==> src/rtl/id_bypass_scoreboard.sv <==
// id_bypass_scoreboard: ID-stage bypass selector and load-use stall generator.
// Every in-flight register writer is tracked through a DEPTH-stage shadow
// pipeline (index 0 = EXE, DEPTH-1 = WB). Each entry also records the first
// stage whose result bus carries its value. Each read port forwards from the
// youngest matching writer, or requests a stall when that writer is not yet
// ready.
// Optional feature: define ID_BYPASS_STALL_CNT_EN to get a saturating 32-bit
// stall-cycle counter on stall_cnt. Without the macro, stall_cnt is tied to 0.
module id_bypass_scoreboard #(
    parameter int NUM_RD = 2,
    parameter int DEPTH  = 4,
    parameter int DATA_W = 32,
    parameter int AREG_W = 5,
    parameter int STG_W  = $clog2(DEPTH),
    parameter int SEL_W  = $clog2(DEPTH + 1)
) (
    input  logic                     clk,
    input  logic                     rst,
    input  logic                     pipe_adv,
    input  logic                     issue_valid,
    input  logic                     issue_we,
    input  logic [AREG_W-1:0]        issue_dst,
    input  logic [STG_W-1:0]         issue_rdy_stg,
    input  logic [DEPTH-1:0]         flush_mask,
    input  logic [DEPTH*DATA_W-1:0]  stage_result,
    input  logic [NUM_RD*AREG_W-1:0] rd_addr,
    input  logic [NUM_RD-1:0]        rd_used,
    input  logic [NUM_RD*DATA_W-1:0] rf_rdata,
    output logic [NUM_RD*DATA_W-1:0] fwd_data,
    output logic [NUM_RD*SEL_W-1:0]  fwd_sel,
    output logic                     stall,
    output logic [31:0]              stall_cnt
);

    logic [DEPTH-1:0]  valid_q, valid_d;
    logic [DEPTH-1:0]  we_q, we_d;
    logic [AREG_W-1:0] dst_q [DEPTH];
    logic [AREG_W-1:0] dst_d [DEPTH];
    logic [STG_W-1:0]  rdy_q [DEPTH];
    logic [STG_W-1:0]  rdy_d [DEPTH];
    logic [DEPTH-1:0]  stg_ready;

    // Next shadow-pipeline state. Flushes act on the pre-shift positions, then the shift happens, then the issue slot fills.
    always_comb begin
        valid_d = valid_q & ~flush_mask;
        we_d    = we_q;
        dst_d   = dst_q;
        rdy_d   = rdy_q;
        if (pipe_adv) begin
            for (int s = DEPTH - 1; s > 0; s--) begin
                valid_d[s] = valid_q[s-1] & ~flush_mask[s-1];
                we_d[s]    = we_q[s-1];
                dst_d[s]   = dst_q[s-1];
                rdy_d[s]   = rdy_q[s-1];
            end
            valid_d[0] = issue_valid;
            we_d[0]    = issue_we && (issue_dst != '0);
            dst_d[0]   = issue_dst;
            rdy_d[0]   = issue_rdy_stg;
        end
    end

    // Shadow-pipeline registers. Only the valid bits need reset because the payload is ignored when valid is low.
    always_ff @(posedge clk) begin
        if (rst) begin
            valid_q <= '0;
        end else begin
            valid_q <= valid_d;
        end
        we_q  <= we_d;
        dst_q <= dst_d;
        rdy_q <= rdy_d;
    end

    // A stage can supply its entry's value once the entry has reached its result-ready stage.
    always_comb begin
        stg_ready = '0;
        for (int s = 0; s < DEPTH; s++) begin
            stg_ready[s] = (32'(rdy_q[s]) <= 32'(s));
        end
    end

    // Per-port lookup. The scan runs from oldest to youngest so the youngest matching writer ends up selected.
    always_comb begin
        logic              hit;
        logic              hit_ready;
        logic [SEL_W-1:0]  hit_sel;
        logic [DATA_W-1:0] hit_data;
        logic [AREG_W-1:0] addr;
        fwd_data = rf_rdata;
        fwd_sel  = '0;
        stall    = 1'b0;
        for (int p = 0; p < NUM_RD; p++) begin
            hit       = 1'b0;
            hit_ready = 1'b0;
            hit_sel   = '0;
            hit_data  = '0;
            addr      = rd_addr[p*AREG_W +: AREG_W];
            for (int s = DEPTH - 1; s >= 0; s--) begin
                if (valid_q[s] && we_q[s] && (dst_q[s] == addr) && (addr != '0)) begin
                    hit       = 1'b1;
                    hit_ready = stg_ready[s];
                    hit_sel   = SEL_W'(s + 1);
                    hit_data  = stage_result[s*DATA_W +: DATA_W];
                end
            end
            if (hit && hit_ready) begin
                fwd_sel[p*SEL_W +: SEL_W]    = hit_sel;
                fwd_data[p*DATA_W +: DATA_W] = hit_data;
            end
            if (rd_used[p] && hit && !hit_ready) begin
                stall = 1'b1;
            end
        end
    end

`ifdef ID_BYPASS_STALL_CNT_EN
    logic [31:0] stall_cnt_q, stall_cnt_d;

    // The count saturates at all-ones rather than wrapping.
    always_comb begin
        stall_cnt_d = stall_cnt_q;
        if (stall && (stall_cnt_q != 32'hFFFF_FFFF)) begin
            stall_cnt_d = stall_cnt_q + 32'd1;
        end
    end

    // Stall counter register.
    always_ff @(posedge clk) begin
        if (rst) begin
            stall_cnt_q <= '0;
        end else begin
            stall_cnt_q <= stall_cnt_d;
        end
    end

    assign stall_cnt = stall_cnt_q;
`else
    assign stall_cnt = '0;
`endif

    // Issuing while the back end is frozen would lose the instruction.
    a_issue_needs_adv: assert property (@(posedge clk) disable iff (rst)
        !(issue_valid && !pipe_adv));

    // The result-ready stage must name a tracked stage.
    a_rdy_stg_legal: assert property (@(posedge clk) disable iff (rst)
        (issue_valid && pipe_adv) |-> (32'(issue_rdy_stg) < 32'(DEPTH)));

endmodule

==> config.mk <==
export PLATFORM = sky130hd
export DESIGN_NAME = id_bypass_scoreboard
export DESIGN_NICKNAME = d
export VERILOG_FILES = /design/src/rtl/id_bypass_scoreboard.sv
export SDC_FILE = /design/constraint.sdc
export NUM_CORES = 1
export LEC_CHECK = 0
export CAP_MARGIN = 25
export CORE_ASPECT_RATIO = 0.7
export CORE_MARGIN = 10
export CORE_UTILIZATION = 23
export DETAILED_ROUTE_END_ITERATION = 8
export GPL_TIMING_DRIVEN = 0
export PLACE_DENSITY = 0.65
export SKIP_LAST_GASP = 1
export SYNTH_ARGS = -nofsm -noshare
export SYNTH_HDL_FRONTEND = slang
export SYNTH_SLANG_ARGS = --single-unit
==> constraint.sdc <==
create_clock -name clk -period 2.5 [get_ports clk]
set_input_delay 0.25 -clock clk [delete_from_list [all_inputs] [get_ports clk]]
set_output_delay 0.25 -clock clk [all_outputs]
set_load 0.03 [all_outputs]
* Word-level counts from Yosys, hierarchy flattened
Cells that the tools add are included.
** Word-level totals
- Bits in registers :: 34
- Bits in latches :: 0
- Bits in writable memories :: 0
- Bits in read-only memories :: 0
- Bits of input ports :: 220
- Output and inout bits :: 103
- Logic and storage cells :: 97
- Memories :: 0
** Cells by class
- $add $sub $neg :: 0
- Multiply operators :: 0
- Divide/modulo/power cells :: 0
- Order comparisons :: 3
- Equality and inequality tests :: 8
- Shift-type cells :: 0
- Mux-type cells :: 37
- Bitwise operators :: 8
- Reductions and logical operators :: 32
** Operator list (count)
- $mux 32 :: 10
- $eq 5x5->1 :: 8
- $mux 3 :: 10
- $logic_and 1x1->1 :: 27
- $mux 1 :: 16
- $reduce_bool 5->1 :: 3
- $and 4x4->4 :: 1
- $le 2x1->1 const B :: 2
- $mux 4 :: 1
- $not 4->4 :: 1
- $and 1x1->1 :: 3
- $not 1->1 :: 3
- $le 2x2->1 const B :: 1
- $logic_not 1->1 :: 2

* Longest topological paths before layout
- Word-level depth :: 11
- Gate-level depth with buffers :: 11
- Gate-level depth less buffers :: 7

* Least setup slack after synthesis
Ideal clock, no wire load.
- Kind :: input port to output port
- Start point :: input rd_addr[0]
- End point :: output fwd_data[14]
- Arrival :: 2481 ps
- Required time :: 2250 ps
- Setup slack :: -231 ps
- Cell stages on the path :: 9
- Buffers on the path :: 2
- Cells stage by stage :: buf_2 > or4_4 > o211ai_1 > nor2_1 > nor3b_4 > buf_2 > and2_1 > o22ai_1 > mux2i_1
** On the way
- Cells in the longest elaborated chain, start to end :: 9
- Elaborated cells on any way between the ends :: 26
- Classes of those cells :: 4 x eq/ne; 12 x mux; 10 x reduce/logical
** Ends and longest elaborated chain
- start: declaration :: line 26 : input logic [NUM_RD*AREG_W-1:0] rd_addr,
- $eq 5x5->1 :: line 100 : if (valid_q[s] && we_q[s] && (dst_q[s] == addr) && (addr != '0)) begin
- $logic_and 1x1->1 (2 in a row) :: line 100
- $mux 1 (4 in a row) :: line 100
- $logic_and 1x1->1 :: line 107 : if (hit && hit_ready) begin
- $mux 32 * :: line 107
- end: declaration :: line 29 : output logic [NUM_RD*DATA_W-1:0] fwd_data,
Every way passes the cells marked *; elsewhere a longest branch is shown, timed or not.

* Worst setup path after layout
- Start point :: register dst_q[7] in the netlist's numbering
- End point :: output fwd_data[50]
** On the way
- Cells in the longest elaborated chain, start to end :: 8
- Elaborated cells on any way between the ends :: 14
- Classes of those cells :: 1 x eq/ne; 10 x mux; 3 x reduce/logical
** Ends and longest elaborated chain
- start: declaration :: line 37 : logic [AREG_W-1:0] dst_q [DEPTH];
- start signal: assignment :: line 71 : dst_q <= dst_d;
- $eq 5x5->1 * :: line 100
- $logic_and 1x1->1 * (2 in a row) :: line 100
- $mux 1 (3 in a row) :: line 100
- $logic_and 1x1->1 :: line 107
- $mux 32 * :: line 107
Marks and branches as above.

==> results.md <==
- Area Growth Syn to Fin: 99.6%
- Vias: 6,763
- Clk slew on worst S/H paths: 0.05 ns
- Number of global-route vias before repair: 6,785
- Via density per instance: 5.05
- Final setup viols: 70
- CP peak stage delay: 0.41 ns
- Sequential area share after synthesis: 0.195
- Failing checks: negative setup slack
- PortBufs: 282
- Initial Utilization: 0.233
- Crit path arrival time: 2.98 ns
- Hold buffers post-CTS: 0
- Final net count: 1,276
- CTS tree: built
- CP required: 2.25 ns
- Fin Clk Skew: 0.00195 ns
- Antenna viol nets, final: 0
- CP endpoint kind: primary output
- GR peak layer: met2
- DRT Wirelength: 31,900 um
- DIE WIDTH: 197 um
- Synth unique cells: 50
- Total gr overflow: 0
- Most used cell along the critical path: buf_6
- Initial antenna violation count: 1
- Min-delay worst type: register to register
- Sink Count: 34
- Overall routing resource usage: 0.209
- WL per Instance: 23.8 um
- GR Layer Usage met1: 0.272
- First-pass iteration count of the detailed router: 6
- Share of cells above drive strength 1: 0.329
- Tcrit/Tclk final: 1.29
- Startpoint Class: register
- Clock root cell: clkbuf_16
- Gpl congestion: 0.902
- Fill count: 2,037
- Gate Count Post-Synth: 669
- Mapped Area: 5030 um2
- VDD IR max: 0.231 mV
- Finished Core Util: 0.465
- Endpoints failing hold: 0
- Height of the die: 144 um
- Worst path slowest cell: or3b_4
- Post-detail-place hpwl: 24,000 um
- Mean Syn Cell Area: 7.52 um2
- Worst Tran Pin Value: 0.785 ns
- Slew headroom: 0.476
- Worst Path Class, Setup: register to primary output
- Number of synthesized flops with an enable pin: 30
- Die area: 28,300 um2
- CTS buffer count: 5
- Core Rows: 45
- H-tree Lvls: 2
- Yosys warning total: 0
- Worst r2r path cells: 3
- DRT iter0 DRCs: 503
- Most common cell after layout, fill and taps aside: clkdlybuf4s50_1
- Status: finished with violations
- Synthesis-stage register bit count: 34
- Longest Clk Path Bufs: 2
- Synth async-reset ratio: 0
- Power per Cell Area: 240 nW/um2
- Final worst-path setup slack: -0.733 ns
- Worst-path fanout max: 5
- Final min period: 3.23 ns
- Post-route DRC: 0
- Setup tns final: -41.90 ns
- Worst hold path stage count: 0
- Ys flop type: edfxtp_1
- Worst-Skew Late Latency: 0.28 ns
- Crit path cell chain: buf_6 -> xor2_4 -> a221oi_4 -> nand4b_4 -> or3b_4 -> nand3b_1 -> a31o_1 -> buf_6 -> buf_12 -> buf_6 -> buf_12 -> mux2_4 -> buf_6
- Met2 usage: 0.335
- RSZ-0062 raised after global routing: true
- IO Count: 323
- Largest net degree at the start of global routing: 39
- Most frequent cells in the layout: clkdlybuf4s50_1, buf_6, nor2_1, buf_4, nand2_1
- Max-slew violations: 0
- Core Area: 21,600 um2
- M3 GR Usage: 0.0703
- Max Clk Rate: 309 MHz
- Max-Cap Viols: 0
- Global-route wire length before repair: 44,300 um
- Lkg Pwr: 4.05 nW
## where the power goes
part           switching [mW]  internal, mW
Clock                   0.239         0.394
Sequential             0.0361         0.661
Combinational           0.471         0.610
## registers in the layout (all words and copies together) (netlist names)
| name | count |
|---|---|
| dst_q | 20 |
| rdy_q | 6 |
| valid_q | 4 |
| we_q | 4 |
## through the flow
step / total power, mW / hold slack (ns) / instances / setup WS [ns] / area (um2)
after global placement: 1.65 / 0.405 / 1264 / -1.67 / 8390
after floorplan: 1.11 / 0.319 / 700 / -0.0533 / 5220
after CTS: 2.34 / 0.437 / 1332 / -0.848 / 9660
final: 2.41 / 0.434 / 1340 / -0.733 / 10000
after global routing: 2.50 / 0.443 / 1339 / -0.845 / 10000
after detailed placement: 1.65 / 0.424 / 1264 / -1.65 / 8390
## cell type report
| type | count | area, um2 | share of cell area |
|---|---|---|---|
| sequential | 34 | 981 | 0.0976 |
| multi-input combinational | 568 | 4100 | 0.408 |
| antenna | 1 | 2.50 | 0.000249 |
| buffer | 84 | 688 | 0.0685 |
| clock inverter | 2 | 12.5 | 0.00125 |
| tap | 282 | 353 | 0.0351 |
| clock buffer | 6 | 139 | 0.0138 |
| inverter | 7 | 26.3 | 0.00262 |
| timing repair buffer | 356 | 3740 | 0.373 |
## timing repair
action                                  in CTS  in global routing
pin swaps                                   17                 23
endpoints found under the setup margin      71                 71
gates resized for setup                    597                117
setup buffers                               55                 18
cloned                                       6                  0
## final timing paths
check                      startpoint                   to  slack [ns]
setup / recovery   dst_q[7]$_DFFE_PP_         fwd_data[50]       -0.73
hold / removal     rdy_q[4]$_DFFE_PP_   rdy_q[2]$_DFFE_PP_        0.43
setup reg to reg  dst_q[18]$_DFFE_PP_  dst_q[13]$_DFFE_PP_        1.43
hold reg to reg    rdy_q[4]$_DFFE_PP_   rdy_q[2]$_DFFE_PP_        0.43
## critical path: cells and delay by family, from the launching register on
kind	cells	cell delay, ns
AND/OR/NAND/NOR	3	0.68
flip-flops	1	0.40
multiplexers	1	0.31
AO/OA/AOI/OAI	2	0.38
buffers and inverters	6	0.77
XOR/XNOR	1	0.16
## synth_stat cells (2+ instances only)
master	number	area share
mux2_4	29	0.087
o211ai_1	2	0.0030
o211ai_2	2	0.0050
or3b_2	2	0.0035
nand3b_1	5	0.0075
mux2_2	27	0.060
buf_6	7	0.016
nor3_2	3	0.0060
nor3b_1	2	0.0030
clkbuf_1	34	0.025
mux2i_1	16	0.032
buf_2	15	0.015
xor2_1	9	0.016
nor4_1	2	0.0025
nand4_1	5	0.0062
dfxtp_1	4	0.016
a31oi_1	51	0.063
mux2_1	6	0.013
o21a_1	15	0.022
buf_1	2	0.0015
a21oi_1	66	0.066
nor2_1	90	0.067
and3_1	2	0.0025
o21ai_0	3	0.0030
or3_1	4	0.0050
buf_4	32	0.048
edfxtp_1	30	0.18
o22ai_1	5	0.0062
nor3_1	20	0.020
and2_1	6	0.0075
xnor2_1	25	0.044
nand2_1	70	0.052
nand3_1	56	0.056
inv_1	6	0.0045
## layer usage
metal | routed length [um] | part of all wire
met1 | 13300 | 0.42
met4 | 373 | 0.012
met5 | 0 | 0
met3 | 3580 | 0.11
met2 | 14600 | 0.46
## cell families (layout without fill, tap and decap cells)
kind of cell	Yosys count	in the layout	synth area share
AOI/OAI and AO/OA	152	152	0.186
xor gates and xnor gates	34	34	0.0592
buffers and inverters	98	455	0.111
DFF	34	34	0.195
muxes	78	78	0.192
other	1	33	0.000745
and+or+nand+nor	272	272	0.255
Power figures use the tool's default switching activity.
